### src/rtl/pc_pkg.sv
// ---------------------------------------------------------------------------
// pc_pkg
// Shared definitions for the program-counter unit.
//   SEL_W            width of the next-PC source select
//   SEL_SEQ..SEL_RET encodings of the next-PC source select (6 and 7 act as SEQ)
//   word_aligned()   true when an address has its two low bits clear
// ---------------------------------------------------------------------------
package pc_pkg;

  localparam int SEL_W = 3;

  localparam logic [SEL_W-1:0] SEL_SEQ = 3'd0;
  localparam logic [SEL_W-1:0] SEL_BR  = 3'd1;
  localparam logic [SEL_W-1:0] SEL_J   = 3'd2;
  localparam logic [SEL_W-1:0] SEL_JR  = 3'd3;
  localparam logic [SEL_W-1:0] SEL_JAL = 3'd4;
  localparam logic [SEL_W-1:0] SEL_RET = 3'd5;

  function automatic logic word_aligned(input logic [1:0] lsbs);
    return (lsbs == 2'b00);
  endfunction

endpackage

### src/rtl/pc_ras.sv
// ---------------------------------------------------------------------------
// pc_ras
// Return address stack kept as a circular buffer with a top pointer and an
// entry count. Pushing onto a full stack overwrites the oldest entry and sets
// the sticky overflow flag; popping an empty stack changes nothing.
//   clk    in   rising-edge clock
//   reset  in   synchronous, active-low reset (empties the stack, clears ovf)
//   push   in   push din this cycle
//   pop    in   pop the top entry this cycle (never together with push)
//   din    in   WIDTH-bit value to push
//   top    out  WIDTH-bit value of the most recent entry
//   empty  out  stack holds no entries
//   full   out  stack holds RAS_DEPTH entries
//   ovf    out  sticky: a push overwrote the oldest entry
// ---------------------------------------------------------------------------
module pc_ras
  import pc_pkg::*;
#(
  parameter int WIDTH     = 32,
  parameter int RAS_DEPTH = 4
) (
  input  logic             clk,
  input  logic             reset,
  input  logic             push,
  input  logic             pop,
  input  logic [WIDTH-1:0] din,
  output logic [WIDTH-1:0] top,
  output logic             empty,
  output logic             full,
  output logic             ovf
);

  localparam int PTR_W = $clog2(RAS_DEPTH);
  localparam int CNT_W = PTR_W + 1;
  localparam logic [CNT_W-1:0] CNT_MAX = CNT_W'(RAS_DEPTH);

  logic [WIDTH-1:0] mem [RAS_DEPTH];
  logic [PTR_W-1:0] top_ptr;
  logic [PTR_W-1:0] next_ptr;
  logic [CNT_W-1:0] count;

  // With a power-of-two depth the pointer wraps naturally, so the slot after
  // the top of a full stack is exactly the oldest entry.
  assign next_ptr = top_ptr + PTR_W'(1);
  assign top      = mem[top_ptr];
  assign empty    = (count == '0);
  assign full     = (count == CNT_MAX);

  always_ff @(posedge clk) begin
    if (!reset) begin
      top_ptr <= '0;
      count   <= '0;
      ovf     <= 1'b0;
    end else if (push) begin
      top_ptr <= next_ptr;
      if (full) begin
        ovf <= 1'b1;
      end else begin
        count <= count + CNT_W'(1);
      end
    end else if (pop && !empty) begin
      top_ptr <= top_ptr - PTR_W'(1);
      count   <= count - CNT_W'(1);
    end
  end

  // Storage needs no reset: entries are only read once the count covers them.
  always_ff @(posedge clk) begin
    if (reset && push) begin
      mem[next_ptr] <= din;
    end
  end

endmodule

### src/rtl/pc_unit_param.sv
// ---------------------------------------------------------------------------
// pc_unit_param
// Parametrised program-counter unit. Holds the PC, selects the next PC from
// sequential / branch / jump / register-jump / JAL / return sources, keeps a
// return address stack, supports stalling and traps misaligned targets.
//   clk         in   rising-edge clock
//   reset       in   synchronous, active-low reset (wins over en)
//   en          in   1 = advance, 0 = stall (state held, pulses drop)
//   sel         in   next-PC source (SEL_* in pc_pkg; 6,7 act as SEQ)
//   br_taken    in   branch condition, used only for SEL_BR
//   imm16       in   signed branch offset in words
//   tgt26       in   jump target field in words
//   reg_tgt     in   JR target and fallback target for RET on an empty stack
//   pc          out  current PC
//   pc_plus     out  pc + INC (combinational)
//   misaligned  out  pulse: the last update trapped to TRAP_VEC
//   ras_empty   out  return stack holds no entries
//   ras_full    out  return stack holds RAS_DEPTH entries
//   ras_ovf     out  sticky: a JAL push overwrote the oldest entry
//   ras_miss    out  pulse: RET issued while the return stack was empty
// ---------------------------------------------------------------------------
module pc_unit_param
  import pc_pkg::*;
#(
  parameter int               WIDTH     = 32,
  parameter logic [WIDTH-1:0] RESET_VEC = '0,
  parameter logic [WIDTH-1:0] TRAP_VEC  = WIDTH'('h80),
  parameter int               INC       = 4,
  parameter int               RAS_DEPTH = 4
) (
  input  logic             clk,
  input  logic             reset,
  input  logic             en,
  input  logic [SEL_W-1:0] sel,
  input  logic             br_taken,
  input  logic [15:0]      imm16,
  input  logic [25:0]      tgt26,
  input  logic [WIDTH-1:0] reg_tgt,
  output logic [WIDTH-1:0] pc,
  output logic [WIDTH-1:0] pc_plus,
  output logic             misaligned,
  output logic             ras_empty,
  output logic             ras_full,
  output logic             ras_ovf,
  output logic             ras_miss
);

  logic [WIDTH-1:0] br_off;
  logic [WIDTH-1:0] jump_tgt;
  logic [WIDTH-1:0] cand;
  logic [WIDTH-1:0] ras_top;
  logic             ret_miss;
  logic             trap;
  logic             ras_push;
  logic             ras_pop;

  assign pc_plus = pc + WIDTH'(INC);

  // Word offset sign-extended and scaled to bytes.
  assign br_off = {{(WIDTH-18){imm16[15]}}, imm16, 2'b00};

  // The jump keeps the region bits above bit 27 of the sequential PC; at the
  // minimum width there are none left to keep.
  generate
    if (WIDTH > 28) begin : g_jump_region
      assign jump_tgt = {pc_plus[WIDTH-1:28], tgt26, 2'b00};
    end else begin : g_jump_flat
      assign jump_tgt = {tgt26, 2'b00};
    end
  endgenerate

  // Next-PC candidate before the alignment check.
  always_comb begin
    cand     = pc_plus;
    ret_miss = 1'b0;
    case (sel)
      SEL_BR: begin
        if (br_taken) begin
          cand = pc_plus + br_off;
        end
      end
      SEL_J, SEL_JAL: cand = jump_tgt;
      SEL_JR:         cand = reg_tgt;
      SEL_RET: begin
        if (ras_empty) begin
          cand     = reg_tgt;
          ret_miss = 1'b1;
        end else begin
          cand = ras_top;
        end
      end
      default: cand = pc_plus;
    endcase
  end

  assign trap = !word_aligned(cand[1:0]);

  // A trapping cycle leaves the return stack untouched.
  assign ras_push = reset && en && (sel == SEL_JAL) && !trap;
  assign ras_pop  = reset && en && (sel == SEL_RET) && !trap && !ras_empty;

  // PC register and the one-cycle status pulses.
  always_ff @(posedge clk) begin
    if (!reset) begin
      pc         <= RESET_VEC;
      misaligned <= 1'b0;
      ras_miss   <= 1'b0;
    end else if (en) begin
      pc         <= trap ? TRAP_VEC : cand;
      misaligned <= trap;
      ras_miss   <= ret_miss;
    end else begin
      misaligned <= 1'b0;
      ras_miss   <= 1'b0;
    end
  end

  pc_ras #(
    .WIDTH    (WIDTH),
    .RAS_DEPTH(RAS_DEPTH)
  ) u_ras (
    .clk  (clk),
    .reset(reset),
    .push (ras_push),
    .pop  (ras_pop),
    .din  (pc_plus),
    .top  (ras_top),
    .empty(ras_empty),
    .full (ras_full),
    .ovf  (ras_ovf)
  );

endmodule

### config.mk
export PLATFORM = sky130hd
export DESIGN_NAME = pc_unit_param
export DESIGN_NICKNAME = d
export VERILOG_FILES = /design/src/rtl/pc_pkg.sv /design/src/rtl/pc_ras.sv /design/src/rtl/pc_unit_param.sv
export SDC_FILE = /design/constraint.sdc
export NUM_CORES = 1
export LEC_CHECK = 0
export ABC_AREA = 1
export BUFFER_PORTS_ARGS = -buffer_cell sky130_fd_sc_hd__clkbuf_2
export CORE_UTILIZATION = 35
export DETAILED_ROUTE_END_ITERATION = 8
export GPL_ROUTABILITY_DRIVEN = 0
export GPL_TIMING_DRIVEN = 0
export PLACE_DENSITY = 0.6
export SETUP_SLACK_MARGIN = 0.3
export SYNTH_ARGS = -nofsm -noshare
export SYNTH_HDL_FRONTEND = slang
export SYNTH_SLANG_ARGS = --single-unit
### constraint.sdc
create_clock -name clk -period 5.7 [get_ports clk]
set_input_delay 0.57 -clock clk [delete_from_list [all_inputs] [get_ports clk]]
set_output_delay 0.57 -clock clk [all_outputs]
set_load 0.05 [all_outputs]
==> summary.txt <==
Synthesis
  – Synthesized area: 0.01054 mm²
  – Number of synthesized flops with an enable pin: 128
  – Seq/Total Area, Yosys: 0.4447
  – Most common flop cell mapped by yosys: edfxtp_1
  – Post-Syn Nets: 1497
  – Cell taking the most area after synthesis: edfxtp_1
  – Post-synthesis cell count: 1374
  – Synth unique cells: 46
  – Top cell type's share of synthesized area: 0.3648
  – Yosys warnings: 0
  – FF+latch count, synth: 170
  – Synth top area cells: edfxtp_1 36%, nand2_1 15%, dfxtp_1 8.0%, inv_1 5.7%, nor2_1 5.6%
  – Syn avg cell area: 7.667 µm²
  – Asr flop ratio synth: 0

Worst hold path
  – HP Class: in2reg
  – Hold path start: reset

Finish
  – Fillcell total: 3071
  – Final Non-Filler Cells: 1949
  – Layout cells sized above 1: 0.1565
  – Most frequent cells in the layout: 407 x nand2_1, 161 x inv_1, 152 x nor2_1, 149 x clkbuf_2, 128 x edfxtp_1
  – Most common cell after layout, fill and taps aside: nand2_1
  – Nets: 1669
  – Area delta synth->final: 18.47%
  – ANT cells: 0

Timing
  – Skew final: 14.98 ps
  – Pins Over Slew Limit: 0
  – Tcrit/Tclk final: 0.6813
  – Slew margin rel.: 0.3428
  – RSZ-0062 raised after global routing: no
  – Final WS setup: 1817 ps
  – Fmax: 0.2575 GHz
  – Fin. Hold Viols: 0
  – Final setup fails: 0
  – Final setup TNS: 0 ps
  – Worst-margin pin slew: 982.4 ps
  – Crit path time final: 3883 ps

Outcome
  – Status: completed

Detailed routing
  – DR vias: 9949
  – Routed WL: 36850 µm
  – Drc violations: 0
  – Vias per Instance: 5.105
  – Avg WL per Cell: 18.91 µm
  – Initial DRC Count: 1052
  – Post-DRT Antenna Nets: 0
  – DR pass1 iterations: 5

Pwr
  – Sw Share: 0.3245
  – Int Power: 2.145 mW
  – Net Switching: 1.030 mW
  – Sequential Power Share: 0.436
  – Static Leakage: 5.760 nW
  – Pwr dens: 254.4 mW/mm²
  – Clock power share: 0.366
  – Worst VDD drop: 0.1342 mV
  – Comb pwr share: 0.198

Worst setup path
  – CP cell instances: ha_1 > nand2_1 > nor2_1 > nand2_1 > nor2_1 > xor2_1 > ha_1 > nand2_1 > inv_1 > nand2_1 > nand3_1 > nand2_1 > nand2_1 > a21oi_1 > nand2_1 > nand2_1 > nand3_1 > nand2_1 > nand2_1 > nand2_1 > nand2_1
  – Crit start category: register
  – Worst reg2reg startpoint: pc[2]
  – Worst EP arrival: 4220 ps
  – Crit path kind: reg2reg
  – Critical Path Sink Type: register
  – Top cell by count, worst path: nand2_1
  – CP bufs+invs: 1
  – Crit-path max FO: 7
  – Worst stage delay on the critical path: 770 ps
  – Setup crit start: pc[2]
  – CP max-delay cell: xor2_1
  – Critical path required time: 6030 ps
  – Top cell family by delay on the critical path: simple AND/OR/NAND/NOR gates

Global route
  – GRT Max-Usage Layer: met2
  – Largest net degree at the start of global routing: 24
  – First-pass GRT wire length: 55040 µm
  – GRT Util Overall: 0.2424
  – Number of global-route vias before repair: 9415
  – Met2 Resource Use GR: 0.3849
  – Antenna violations before repair: 0
  – GRT met1 Usage: 0.3233
  – M3 GR Usage: 0.05195
  – Total gr overflow: 0

Placed design
  – PortBufs: 149
  – Final HPWL DP: 28760 µm
  – Pre-CTS setup slack: 1962 ps
  – Placed cell count: 1917

Die
  – Row cnt: 63
  – Io pins: 150
  – Die H: 175.5 µm
  – Die area: 0.03080 mm²
  – Core area: 0.02964 mm²
  – Initial core utilization: 0.3555
  – Die X: 175.5 µm

Clock network
  – Hold-fix buffers at CTS: 0
  – # clock sinks: 170
  – Number of buffers created by CTS: 17
  – Clk_lat worst skew: 440 ps
  – Cts repair resizes: 0
  – Root Driver: clkbuf_16
  – Clk slew on worst S/H paths: 70 ps
  – Post-CTS Setup Inserts: 0
  – H-tree Lvls: 4
  – Clk buf depth: 2
  – TritonCTS clock tree: done

Flow run
  – Max_cap viols: 0
[per-stage QoR]
| stage | hold slack, ps | power (mW) | util | instance area (µm²) |
|---|---|---|---|---|
| floorplan | 499.2 | 1.812 | - | 10540 |
| global placement | 466.6 | 2.025 | 0.3971 | 11770 |
| detailed placement | 494.3 | 2.031 | 0.4013 | 11890 |
| CTS | 428.9 | 3.176 | 0.4211 | 12480 |
| global route | 447.8 | 3.295 | 0.4211 | 12480 |
| finish | 437.2 | 3.175 | 0.4211 | 12480 |
[registers in the layout, summed over array words and instances, names as in the netlist, named ones only]
signal,flops
u_ras.mem,128
u_ras.count,3
u_ras.top_ptr,2
pc,32
ras_miss,1
misaligned,1
u_ras.ovf,1
[worst reg2reg max path, cell delays in order, from the launching register on]
cell	delay [ps]
dfxtp_1	470
ha_1	280
nand2_1	150
nor2_1	170
nand2_1	110
nor2_1	170
xor2_1	770
ha_1	440
nand2_1	130
inv_1	50
nand2_1	60
nand3_1	100
nand2_1	80
nand2_1	80
a21oi_1	260
nand2_1	90
nand2_1	60
nand3_1	110
nand2_1	80
nand2_1	40
nand2_1	50
nand2_1	40
[routing by layer]
layer	up-vias	part of all wire
met2	390	0.45
met4	0	0.032
met5	-	0
met1	4618	0.44
met3	58	0.081
li1	4883	-
[power by group through the flow]
stage	clock, mW	sequential, mW	combinational, mW
final	1.16	1.38	0.630
after global routing	1.22	1.39	0.687
after CTS	1.17	1.38	0.625
after detailed placement	0	1.41	0.621
after global placement	0	1.41	0.615
after floorplan	0	1.45	0.363
[worst paths after layout]
kind               endpoint  slack (ps)  cells past startpoint
max                  pc[29]        1820                     21
min          u_ras.count[2]         440                      3
max reg2reg          pc[29]        1820                     21
min reg2reg       u_ras.ovf         500                      2
[cell families (layout without fill, tap and decap cells)]
| family | Yosys count | count (layout) | share of synthesized area |
|---|---|---|---|
| simple gates | 680 | 680 | 0.2671 |
| compound gates | 240 | 240 | 0.1315 |
| buf+inv | 210 | 395 | 0.07886 |
| flops | 170 | 170 | 0.4447 |
| fa+ha+maj | 42 | 42 | 0.05131 |
| xor+xnor | 32 | 32 | 0.02660 |
[synth_stat cells, drive strengths merged, types with 13 or more instances]
cell      n
o22ai    33
nand3    68
xor2     23
inv     171
edfxtp  128
a221oi   15
clkbuf   26
a21oi    67
nor2    169
ha       40
o21ai    97
dfxtp    42
buf      13
nand2   418
[layout make-up]
class                           count  area, µm²  share of cell area
Buffer                             39      186.4             0.01494
Clock buffer                       17      425.4             0.03409
Clock inverter                     15      161.4             0.01293
Inverter                          171      644.4             0.05163
Multi-Input combinational cell    994       5050              0.4046
Sequential cell                   170       4684              0.3753
Tap cell                          390      488.0             0.03910
Timing Repair Buffer              153      840.8             0.06737
No activity file was read; power rests on OpenSTA's default activity.
